===== src/rtl/citi_sample_pacer.sv =====
// -----------------------------------------------------------------------------
// citi_sample_pacer
//
// Upstream feeder for the citi IIR summer stage. Samples written by a host or
// loader are buffered in an N-deep FIFO. One sample is released every PERIOD
// clk30x cycles on xin, together with a single-cycle donext strobe, so the
// filter always sees a fixed sample rate. If the FIFO is empty when a strobe
// falls due, the strobe still fires and underflow pulses with it.
//
// Build option:
//   PACER_HOLD_LAST_EN  defined     -> on underflow xin keeps the last sample
//                       not defined -> on underflow xin is forced to zero
//
// Ports:
//   clk30x     in   1     system clock, rising edge
//   rst        in   1     synchronous, active-high reset
//   wr_en      in   1     push wr_data when the FIFO is not full
//   wr_data    in   W     sample to push (two's complement, passed bit-exact)
//   full       out  1     FIFO holds N entries
//   count      out  AW+1  current occupancy 0..N
//   enable     in   1     run the pacer; low freezes and restarts the cadence
//   xin        out  W     sample presented to the filter (registered)
//   donext     out  1     one-cycle strobe, xin is new in this cycle
//   underflow  out  1     one-cycle pulse with donext when the FIFO was empty
// -----------------------------------------------------------------------------
module citi_sample_pacer #(
  parameter int N      = 8,
  parameter int AW     = 3,
  parameter int PERIOD = 30,
  parameter int W      = 16
) (
  input  logic          clk30x,
  input  logic          rst,
  input  logic          wr_en,
  input  logic [W-1:0]  wr_data,
  output logic          full,
  output logic [AW:0]   count,
  input  logic          enable,
  output logic [W-1:0]  xin,
  output logic          donext,
  output logic          underflow
);

  // Phase counter width; PERIOD is at least 2 so this is at least 1 bit.
  localparam int              CW       = $clog2(PERIOD);
  localparam logic [CW-1:0]   CNT_LAST = CW'(PERIOD - 1);
  localparam logic [AW:0]     DEPTH    = (AW + 1)'(N);

  // ---------------------------------------------------------------------------
  // Cadence
  // ---------------------------------------------------------------------------
  logic [CW-1:0] cnt_reg;
  logic [CW-1:0] cnt_next;
  logic          tick;

  always_comb begin
    cnt_next = cnt_reg;
    tick     = 1'b0;
    if (!enable) begin
      // Dropping enable restarts a full PERIOD wait on re-enable.
      cnt_next = '0;
    end else if (cnt_reg == CNT_LAST) begin
      cnt_next = '0;
      tick     = 1'b1;
    end else begin
      cnt_next = cnt_reg + CW'(1);
    end
  end

  always_ff @(posedge clk30x) begin
    if (rst) begin
      cnt_reg <= '0;
    end else begin
      cnt_reg <= cnt_next;
    end
  end

  // ---------------------------------------------------------------------------
  // FIFO bookkeeping
  // ---------------------------------------------------------------------------
  logic [AW-1:0] wr_ptr_reg;
  logic [AW-1:0] rd_ptr_reg;
  logic [AW:0]   count_reg;
  logic [AW:0]   count_next;
  logic          full_reg;
  logic          empty;
  logic          push;
  logic          pop;

  // Both decisions use the occupancy before the edge: an empty FIFO never
  // bypasses a same-cycle write to xin, and a full FIFO rejects a write even
  // if a pop happens in the same cycle.
  assign empty = (count_reg == '0);
  assign push  = wr_en && !full_reg;
  assign pop   = tick && !empty;

  always_comb begin
    count_next = count_reg;
    unique case ({push, pop})
      2'b10:   count_next = count_reg + (AW + 1)'(1);
      2'b01:   count_next = count_reg - (AW + 1)'(1);
      default: count_next = count_reg;
    endcase
  end

  always_ff @(posedge clk30x) begin
    if (rst) begin
      wr_ptr_reg <= '0;
      rd_ptr_reg <= '0;
      count_reg  <= '0;
      full_reg   <= 1'b0;
    end else begin
      // N is a power of two, so natural pointer overflow is the modulo-N wrap.
      if (push) begin
        wr_ptr_reg <= wr_ptr_reg + AW'(1);
      end
      if (pop) begin
        rd_ptr_reg <= rd_ptr_reg + AW'(1);
      end
      count_reg <= count_next;
      full_reg  <= (count_next == DEPTH);
    end
  end

  // ---------------------------------------------------------------------------
  // Sample storage (no reset, maps to RAM; read is captured into xin_reg)
  // ---------------------------------------------------------------------------
  logic [W-1:0] mem [N];

  always_ff @(posedge clk30x) begin
    if (push) begin
      mem[wr_ptr_reg] <= wr_data;
    end
  end

  // ---------------------------------------------------------------------------
  // Output stage
  // ---------------------------------------------------------------------------
  logic [W-1:0] xin_reg;
  logic         donext_reg;
  logic         underflow_reg;

  always_ff @(posedge clk30x) begin
    if (rst) begin
      xin_reg       <= '0;
      donext_reg    <= 1'b0;
      underflow_reg <= 1'b0;
    end else if (!enable) begin
      // xin holds while paused; strobes are suppressed.
      donext_reg    <= 1'b0;
      underflow_reg <= 1'b0;
    end else begin
      donext_reg    <= tick;
      underflow_reg <= tick && empty;
      if (pop) begin
        xin_reg <= mem[rd_ptr_reg];
      end else if (tick) begin
`ifdef PACER_HOLD_LAST_EN
        // Zero-order hold: the filter re-reads the previous sample.
        xin_reg <= xin_reg;
`else
        // Zero insertion keeps impulse-response tests clean.
        xin_reg <= '0;
`endif
      end
    end
  end

  assign xin       = xin_reg;
  assign donext    = donext_reg;
  assign underflow = underflow_reg;
  assign count     = count_reg;
  assign full      = full_reg;

endmodule

===== config.mk =====
export PLATFORM = sky130hd
export DESIGN_NAME = citi_sample_pacer
export DESIGN_NICKNAME = d
export VERILOG_FILES = /design/src/rtl/citi_sample_pacer.sv
export SDC_FILE = /design/constraint.sdc
export NUM_CORES = 1
export LEC_CHECK = 0
export CORE_MARGIN = 2
export CORE_UTILIZATION = 52
export CTS_CLUSTER_DIAMETER = 80
export DETAILED_ROUTE_END_ITERATION = 16
export GPL_TIMING_DRIVEN = 0
export MAX_ROUTING_LAYER = met4
export PLACE_DENSITY = 0.75
export SLEW_MARGIN = 40
export SYNTH_ARGS = -nofsm -noshare
export SYNTH_HDL_FRONTEND = slang
export SYNTH_SLANG_ARGS = --single-unit
export TNS_END_PERCENT = 20

===== constraint.sdc =====
create_clock -name clk30x -period 2.2 [get_ports clk30x]
set_input_delay 0.33 -clock clk30x [delete_from_list [all_inputs] [get_ports clk30x]]
set_output_delay 0.33 -clock clk30x [all_outputs]
set_load 0.02 [all_outputs]

==> summary.md, run 1 <==
| Metric | Value |
|---|---|
| Period utilisation layout | 102.5% |
| Via count of the routed design | 3201 |
| Post-synthesis sequential element count | 165 |
| Aggregate negative setup slack | -64.17 ps |
| Remaining antenna violation count after routing | 0 |
| Post-synthesis area per instance | 18.14 µm² |
| Slew @ Worst Pin | 765.4 ps |
| IO buf count | 42 |
| Largest driver fanout on the critical path | 8 |
| Final-layout fill cell count | 784 |
| Largest voltage drop on the vdd net | ~0.57 mV |
| Number of vias per cell | between 5 and 6 |
| Clk Tree Root Cell | sky130_fd_sc_hd__clkbuf_16 |
| Initial drt markers | ~260 |
| Final Max Slew Viols | 0 |
| Power density normalized to cell area | a little under 900 mW/mm² |
| Finish-stage setup viols | 2 |
| Number of hold violations in the final report | 0 |
| Synthesized instance count | 344 |
| Top cell type's share of synthesized area | roughly three fifths |
| Placed standard-cell area | 0.007010 mm² |
| Fin Hold WS | 450.0 ps |
| Unrepaired setup endpoints after global routing | true |
| Sequential-to-total area share from yosys stat | 73.49% |
| Number of buffers inserted during clock tree synthesis | 17 |
| Final wirelength | about 12000 µm |
| Placeable Area | between 0.01 and 0.015 mm² |
| Initial core utilization | between 50 and 60% |
| DP Wirelength | 7323 µm |
| Count of synthesis-stage warnings from yosys | 0 |
| Total power | 6.676 mW |
| Final core area utilization | 64.87% |
| Number of hold buffers added after cts | 0 |
| Die Footprint | 0.01289 mm² |
| Shortest period the worst path allows | 2255 ps |
| Class of the worst hold path | reg2reg |
| Global-route wire length before repair | about 18000 µm |
| Overall die width | between 100 and 150 µm |
| Switching power as a share of total power | 19.85% |
| Largest net degree at the start of global routing | 17 |
| Storage cell area | between 0.004 and 0.005 mm² |
| Run status | finished, violations left |
| Data arrival at the endpoint of the critical path | around 2600 ps |
| Number of distinct library cells after synthesis | 35 |
| Data required time of the worst path | 2510 ps |
| Maximum clock path buffer count | 2 |
| Area grow syn2layout | 23.35% |
| Leftover overflow at the end of global routing | 0 |
| Net Switching | 1.325 mW |
| Hold Path Depth | 2 |
| Synth Cell Area | around 0.0062 mm² |
| Clock sink total | 165 |
| Post-placement cell count | 540 |
| Clock transition at the registers of the reported paths | 60 ps |
| Relative contribution of the clock network to total power | roughly 44% |
| Kind of end point of the critical path | flip-flop |
| Nets | 446 |
| Synth area leader | sky130_fd_sc_hd__edfxtp_1 |
| IO Pins | 43 |
| Type of element launching the critical path | flip-flop |
| Setup Slack @ Placement | -660.8 ps |
| Average wire length per cell after detail routing | 19.87 µm |
| Multi-input gate area in the final layout | 0.001665 mm² |
| Max-cap violations | 0 |
| Ant diodes | 0 |
| Sequential share of power | 51.8% |
| Final critical-path setup slack | -54.51 ps |
| Clock tree from TritonCTS | done |
| Synthesized net count | 371 |
| Leakage Power | 2.502 nW |
| Slew HR | 48.98% |
| Max Clk Rate | around 440 MHz |
| Router iterations before antenna repair | 4 |
| Weighted congestion at the end of routability-driven global placement | about 0.76 |
| Area contributors post-synth | sky130_fd_sc_hd__edfxtp_1 62%, sky130_fd_sc_hd__dfxtp_1 12%, sky130_fd_sc_hd__mux4_2 12%, sky130_fd_sc_hd__mux2i_1 3.2%, sky130_fd_sc_hd__ha_1 1.4% |
| Internal portion of total power | approximately 5.4 mW |
| Remaining design rule violation count | 0 |
| Worst reg2reg path depth | 10 |
| Ratio of cells with drive above 1 in the final layout | 24.31% |
| H-tree depth | 4 |
| Clock Skews | between 8 and 9 ps |
| Logic pwr share | 4.3% |
| Critical path class | reg2reg |
| Failing checks | setup timing |
| Number of flip-flops under the largest register name | 128 |
| Die Ht | between 100 and 150 µm |
| Number of antenna violations at the first check in global routing | 0 |
| Number of cells in the finished layout apart from fillers | 579 |
| Overall fraction of global-route tracks in use | 20.07% |
| Post-route cell area | roughly 0.0077 mm² |
| Number of placement rows | 40 |
| Vias in the first global route | 3314 |
| Clock latency of the later-clocked register in the worst-skew pair | 420 ps |
[synthesized netlist by cell type (all sizes together)]
master	number
a2111o	1
a211o	1
a211oi	1
a21o	1
a21oi	4
and2	2
and3b	1
and4	1
buf	8
clkbuf	7
dfxtp	37
edfxtp	128
ha	7
inv	4
mux2i	20
mux4	32
nand2	21
nand2b	4
nand3	4
nand4	1
nor2	22
nor2b	4
nor3	3
nor3b	1
o2111ai	1
o21ai	17
or4	1
xnor2	3
xor2	7
[path summary, 6_finish.rpt]
| kind | slack, ps | to | start |
|---|---|---|---|
| max | -50 | count[2] | count[0] |
| min | 450 | xin[12] | xin[12] |
| max reg2reg | -50 | count[2] | count[0] |
| min reg2reg | 450 | xin[12] | xin[12] |
[area by class of cell]
class	count	area share, %
flip-flops and latches	165	59.74
multi-input cells	160	21.64
well taps	147	2.390
repair buffers	58	7.480
plain buffers	13	0.8293
clock buffers	21	5.724
clock inverters	11	1.967
inverters	4	0.2276
[critical path, cell delays in order, from the launching register on]
cell and delay, ps:
sky130_fd_sc_hd__dfxtp_4 380, sky130_fd_sc_hd__or4_4 510, sky130_fd_sc_hd__nand3_4 100, sky130_fd_sc_hd__inv_4 40
sky130_fd_sc_hd__ha_4 170, sky130_fd_sc_hd__xor2_1 160, sky130_fd_sc_hd__ha_2 170, sky130_fd_sc_hd__a21oi_2 110
sky130_fd_sc_hd__mux2i_1 220, sky130_fd_sc_hd__xnor2_1 120, sky130_fd_sc_hd__and2_1 160
[placed cells by master, fill, tap and decap left out, types with 2 or more instances in the layout]
cell / n
sky130_fd_sc_hd__nand2b_1: 4
sky130_fd_sc_hd__o21ai_0: 4
sky130_fd_sc_hd__buf_8: 5
sky130_fd_sc_hd__nor2b_1: 4
sky130_fd_sc_hd__clkbuf_16: 17
sky130_fd_sc_hd__nor2_4: 6
sky130_fd_sc_hd__clkinvlp_4: 3
sky130_fd_sc_hd__bufinv_16: 3
sky130_fd_sc_hd__clkbuf_1: 10
sky130_fd_sc_hd__inv_1: 3
sky130_fd_sc_hd__a21oi_2: 2
sky130_fd_sc_hd__clkinv_4: 2
sky130_fd_sc_hd__dfxtp_4: 3
sky130_fd_sc_hd__xor2_1: 7
sky130_fd_sc_hd__inv_6: 2
sky130_fd_sc_hd__dfxtp_1: 33
sky130_fd_sc_hd__nand3_1: 3
sky130_fd_sc_hd__edfxtp_1: 128
sky130_fd_sc_hd__and2_1: 2
sky130_fd_sc_hd__ha_1: 5
sky130_fd_sc_hd__nor2_1: 16
sky130_fd_sc_hd__clkdlybuf4s50_1: 42
sky130_fd_sc_hd__buf_4: 13
sky130_fd_sc_hd__buf_2: 4
sky130_fd_sc_hd__mux4_2: 32
sky130_fd_sc_hd__nor3_4: 2
sky130_fd_sc_hd__o21ai_1: 13
sky130_fd_sc_hd__a21oi_1: 2
sky130_fd_sc_hd__mux2i_1: 20
sky130_fd_sc_hd__xnor2_1: 3
sky130_fd_sc_hd__nand2_1: 20
[power groups by stage]
stage          registers (mW)  logic, mW  clock network, mW
6_report                 3.46      0.285               2.93
5_1_grt                  3.46      0.310               3.11
4_1_cts                  3.46      0.278               2.98
3_5_place_dp             3.52      0.268                  0
3_3_place_gp             3.52      0.232                  0
2_1_floorplan            3.52      0.128                  0
[what timing repair did]
item / 4_1_cts / 5_1_grt
setup buffers: 5 / 4
gates resized for setup: 8 / 3
setup endpoints to repair: 14 / 18
pin swaps: 5 / 4
[cells by family (layout without fill, tap and decap cells)]
kind of cell,after synthesis,count (layout),share of synthesized area [%]
adders and majority gates,7,7,1.404
DFF,165,165,73.49
AOI/OAI and AO/OA,26,26,2.547
xor gates and xnor gates,10,10,1.404
muxes,52,52,14.76
buffers and inverters,19,107,1.444
and+or+nand+nor,65,65,4.954
[routing by layer]
layer / vias up / global-route usage, % / wire [µm]
met4: 0 / 7.480 / 167
li1: 1488 / - / -
met3: 14 / 4.942 / 451
met5: - / - / 0
met2: 67 / 33.41 / 6090
met1: 1632 / 24.02 / 4796
Power figures use the tool's default switching activity.
==> run 2, diff against run 1 <==
CORE_MARGIN = default   (was 2)
==> run 2 against run 1 <==
The run ends with DRC, setup timing left. Non-clock buffer count down 6. Clock skew down 1.1 ps. Fmax down 2.5%. Register-to-register slack worse by 60 ps. Hold slack worse by 4.5 ps. Critical path type unchanged. Setup slack worse by 58 ps.
==> summary.md, run 2 (synthesis results as in run 1) <==
| Metric | Value |
|---|---|
| Clock sink total | ~170 |
| Average wire length per cell after detail routing | 20.02 µm |
| Number of placement rows | 39 |
| Overall die width | 111.5 µm |
| Max Clk Rate | 432.5 MHz |
| Critical path cell sequence | or4_4 > nand3_4 > inv_4 > ha_4 > xor2_1 > ha_2 > a21oi_2 > mux2i_2 > xnor2_2 > and2_1 |
| DP Wirelength | 7083 µm |
| Critical path class | reg2reg |
| Maximum clock path buffer count | 2 |
| Area grow syn2layout | 22.02% |
| H-tree depth | 4 |
| Clk Tree Root Cell | sky130_fd_sc_hd__clkbuf_16 |
| Final-layout fill cell count | 757 |
| Nets | between 400 and 500 |
| Leftover overflow at the end of global routing | 0 |
| Hold Path Depth | 2 |
| Router iterations before antenna repair | 12 |
| Ant diodes | 0 |
| Clock tree from TritonCTS | done |
| Slew HR | 48.69% |
| Fin Hold WS | ~450 ps |
| Worst setup slack for register-to-register paths | -110 ps |
| Die Ht | 111.5 µm |
| Overall fraction of global-route tracks in use | 21.04% |
| Hold Crit Endpoint | xin[7] |
| Clock latency of the later-clocked register in the worst-skew pair | ~420 ps |
| Final critical-path setup slack | -112.3 ps |
| Largest voltage drop on the vdd net | between 0.4 and 0.5 mV |
| Data required time of the worst path | 2560 ps |
| Worst path bufs/invs | 1 |
| Shortest period the worst path allows | about 2300 ps |
| Vias in the first global route | 3389 |
| Highest-count cells in the layout ignoring fill and taps | 128 x sky130_fd_sc_hd__edfxtp_1, 42 x sky130_fd_sc_hd__clkdlybuf4s50_1, 33 x sky130_fd_sc_hd__dfxtp_1 |
| Largest driver fanout on the critical path | 5 |
| Die Footprint | 0.01244 mm² |
| Number of hold buffers added after cts | 0 |
| Run status | finished, violations left |
| Remaining design rule violation count | 2 |
| Finish-stage setup viols | 2 |
| Number of flip-flops under the largest register name | 128 |
| Hold_sp | xin[7] |
| Type of element launching the critical path | flip-flop |
| Worst reg2reg path depth | 10 |
| Number of buffers inserted during clock tree synthesis | 17 |
| Period utilisation layout | 105.1% |
| Final Max Slew Viols | 0 |
| Kind of end point of the critical path | flip-flop |
| IO Pins | 43 |
| Via count of the routed design | 3198 |
| Delay of the slowest cell on the worst path | about 550 ps |
| Leakage Power | 2.468 nW |
| Number of vias per cell | 5.630 |
| Number of hold violations in the final report | 0 |
| Clock transition at the registers of the reported paths | 60 ps |
| Largest net degree at the start of global routing | 17 |
| Multi-input gate area in the final layout | 0.001674 mm² |
| Initial core utilization | between 50 and 60% |
| Placeable Area | 0.01156 mm² |
| Cell family with the largest share of critical-path delay | simple AND/OR/NAND/NOR gates |
| Initial drt markers | roughly 260 |
| Remaining antenna violation count after routing | 0 |
| Storage cell area | 0.004594 mm² |
| FF-to-FF End | count[2] |
| Most common library cell in the layout ignoring fill and taps | sky130_fd_sc_hd__edfxtp_1 |
| Final wirelength | between 10000 and 15000 µm |
| Data arrival at the endpoint of the critical path | ~2700 ps |
| Max-cap violations | 0 |
| Slew @ Worst Pin | 769.7 ps |
| Unrepaired setup endpoints after global routing | true |
| Class of the worst hold path | reg2reg |
| Clock Skews | 7.036 ps |
| Setup Slack @ Placement | -426.8 ps |
| Power density normalized to cell area | 872.0 mW/mm² |
| Global-route wire length before repair | 18250 µm |
| Failing checks | DRC, setup timing |
| Ratio of cells with drive above 1 in the final layout | 23.76% |
| Weighted congestion at the end of routability-driven global placement | around 0.72 |
| Number of antenna violations at the first check in global routing | 0 |
| Critical Path Slowest Stage Cell | sky130_fd_sc_hd__or4_4 |
| FF-to-FF Start | count[1] |
| IO buf count | 42 |
-- run 2: changes by cell type in the layout (fill, tap and decap cells not counted), sizes merged --
cell and change:
inv -2, clkinvlp -1, buf -6, clkinv +2
-- run 2: worst max path at each step --
| stage | cells past startpoint | start | end |
|---|---|---|---|
| after floorplan | 4 | full | mem[4][0] |
| after global placement | 5 | wr_en | mem[4][8] |
| after detailed placement | 11 | wr_en | count[2] |
| after CTS | 10 | count[1] | count[2] |
| after global routing | 10 | count[1] | count[2] |
| final | 10 | count[1] | count[2] |
-- run 2: worst register-to-register path, stage by stage (launching register included) --
cell                      delay [ps]
sky130_fd_sc_hd__dfxtp_4         340
sky130_fd_sc_hd__or4_4           550
sky130_fd_sc_hd__nand3_4         100
sky130_fd_sc_hd__inv_4            40
sky130_fd_sc_hd__ha_4            170
sky130_fd_sc_hd__xor2_1          160
sky130_fd_sc_hd__ha_2            180
sky130_fd_sc_hd__a21oi_2         130
sky130_fd_sc_hd__mux2i_2         280
sky130_fd_sc_hd__xnor2_2         160
sky130_fd_sc_hd__and2_1          140
-- run 2: layer usage --
| metal | vias to the layer above | wire length [µm] | track usage, % |
|---|---|---|---|
| met1 | 1632 | 4979 | 25.04 |
| met5 | - | 0 | - |
| li1 | 1476 | - | - |
| met4 | 0 | 157 | 8.198 |
| met2 | 76 | 5719 | 34.67 |
| met3 | 14 | 516 | 5.335 |
-- run 2: area by class of cell --
| cell class | count | share of cell area, % |
|---|---|---|
| Sequential cell | 165 | 60.36 |
| Multi-Input combinational cell | 160 | 21.99 |
| Timing Repair Buffer | 52 | 6.575 |
| Clock buffer | 21 | 5.917 |
| Tap cell | 143 | 2.350 |
| Clock inverter | 10 | 1.742 |
| Buffer | 13 | 0.8383 |
| Inverter | 4 | 0.2301 |
-- run 2: repair_timing --
| item | CTS | global route |
|---|---|---|
| gates cloned | 0 | 0 |
| setup buffers | 5 | 1 |
| pin swaps | 4 | 0 |
| endpoints found under the hold margin | 0 | 0 |
| gates resized for setup | 7 | 5 |
| setup endpoints to repair | 3 | 16 |
-- run 2: where the power goes --
group | switching [mW] | internal (mW) | total (mW)
combinational | 0.151 | 0.120 | 0.271
sequential | 0.0303 | 3.43 | 3.46
clock | 1.11 | 1.80 | 2.91
-- run 2: per-stage QoR --
stage,TNS [ps],utilization (%),power (mW),area (µm²),instances
after floorplan,-3267,-,3.649,6262,344
after global placement,-119340,59.33,3.753,6862,529
after detailed placement,-31240,60.12,3.784,6953,533
after CTS,-89.73,65.56,6.676,7582,567
after global routing,-367.6,65.82,6.843,7612,568
final,-192.0,65.82,6.638,7612,568
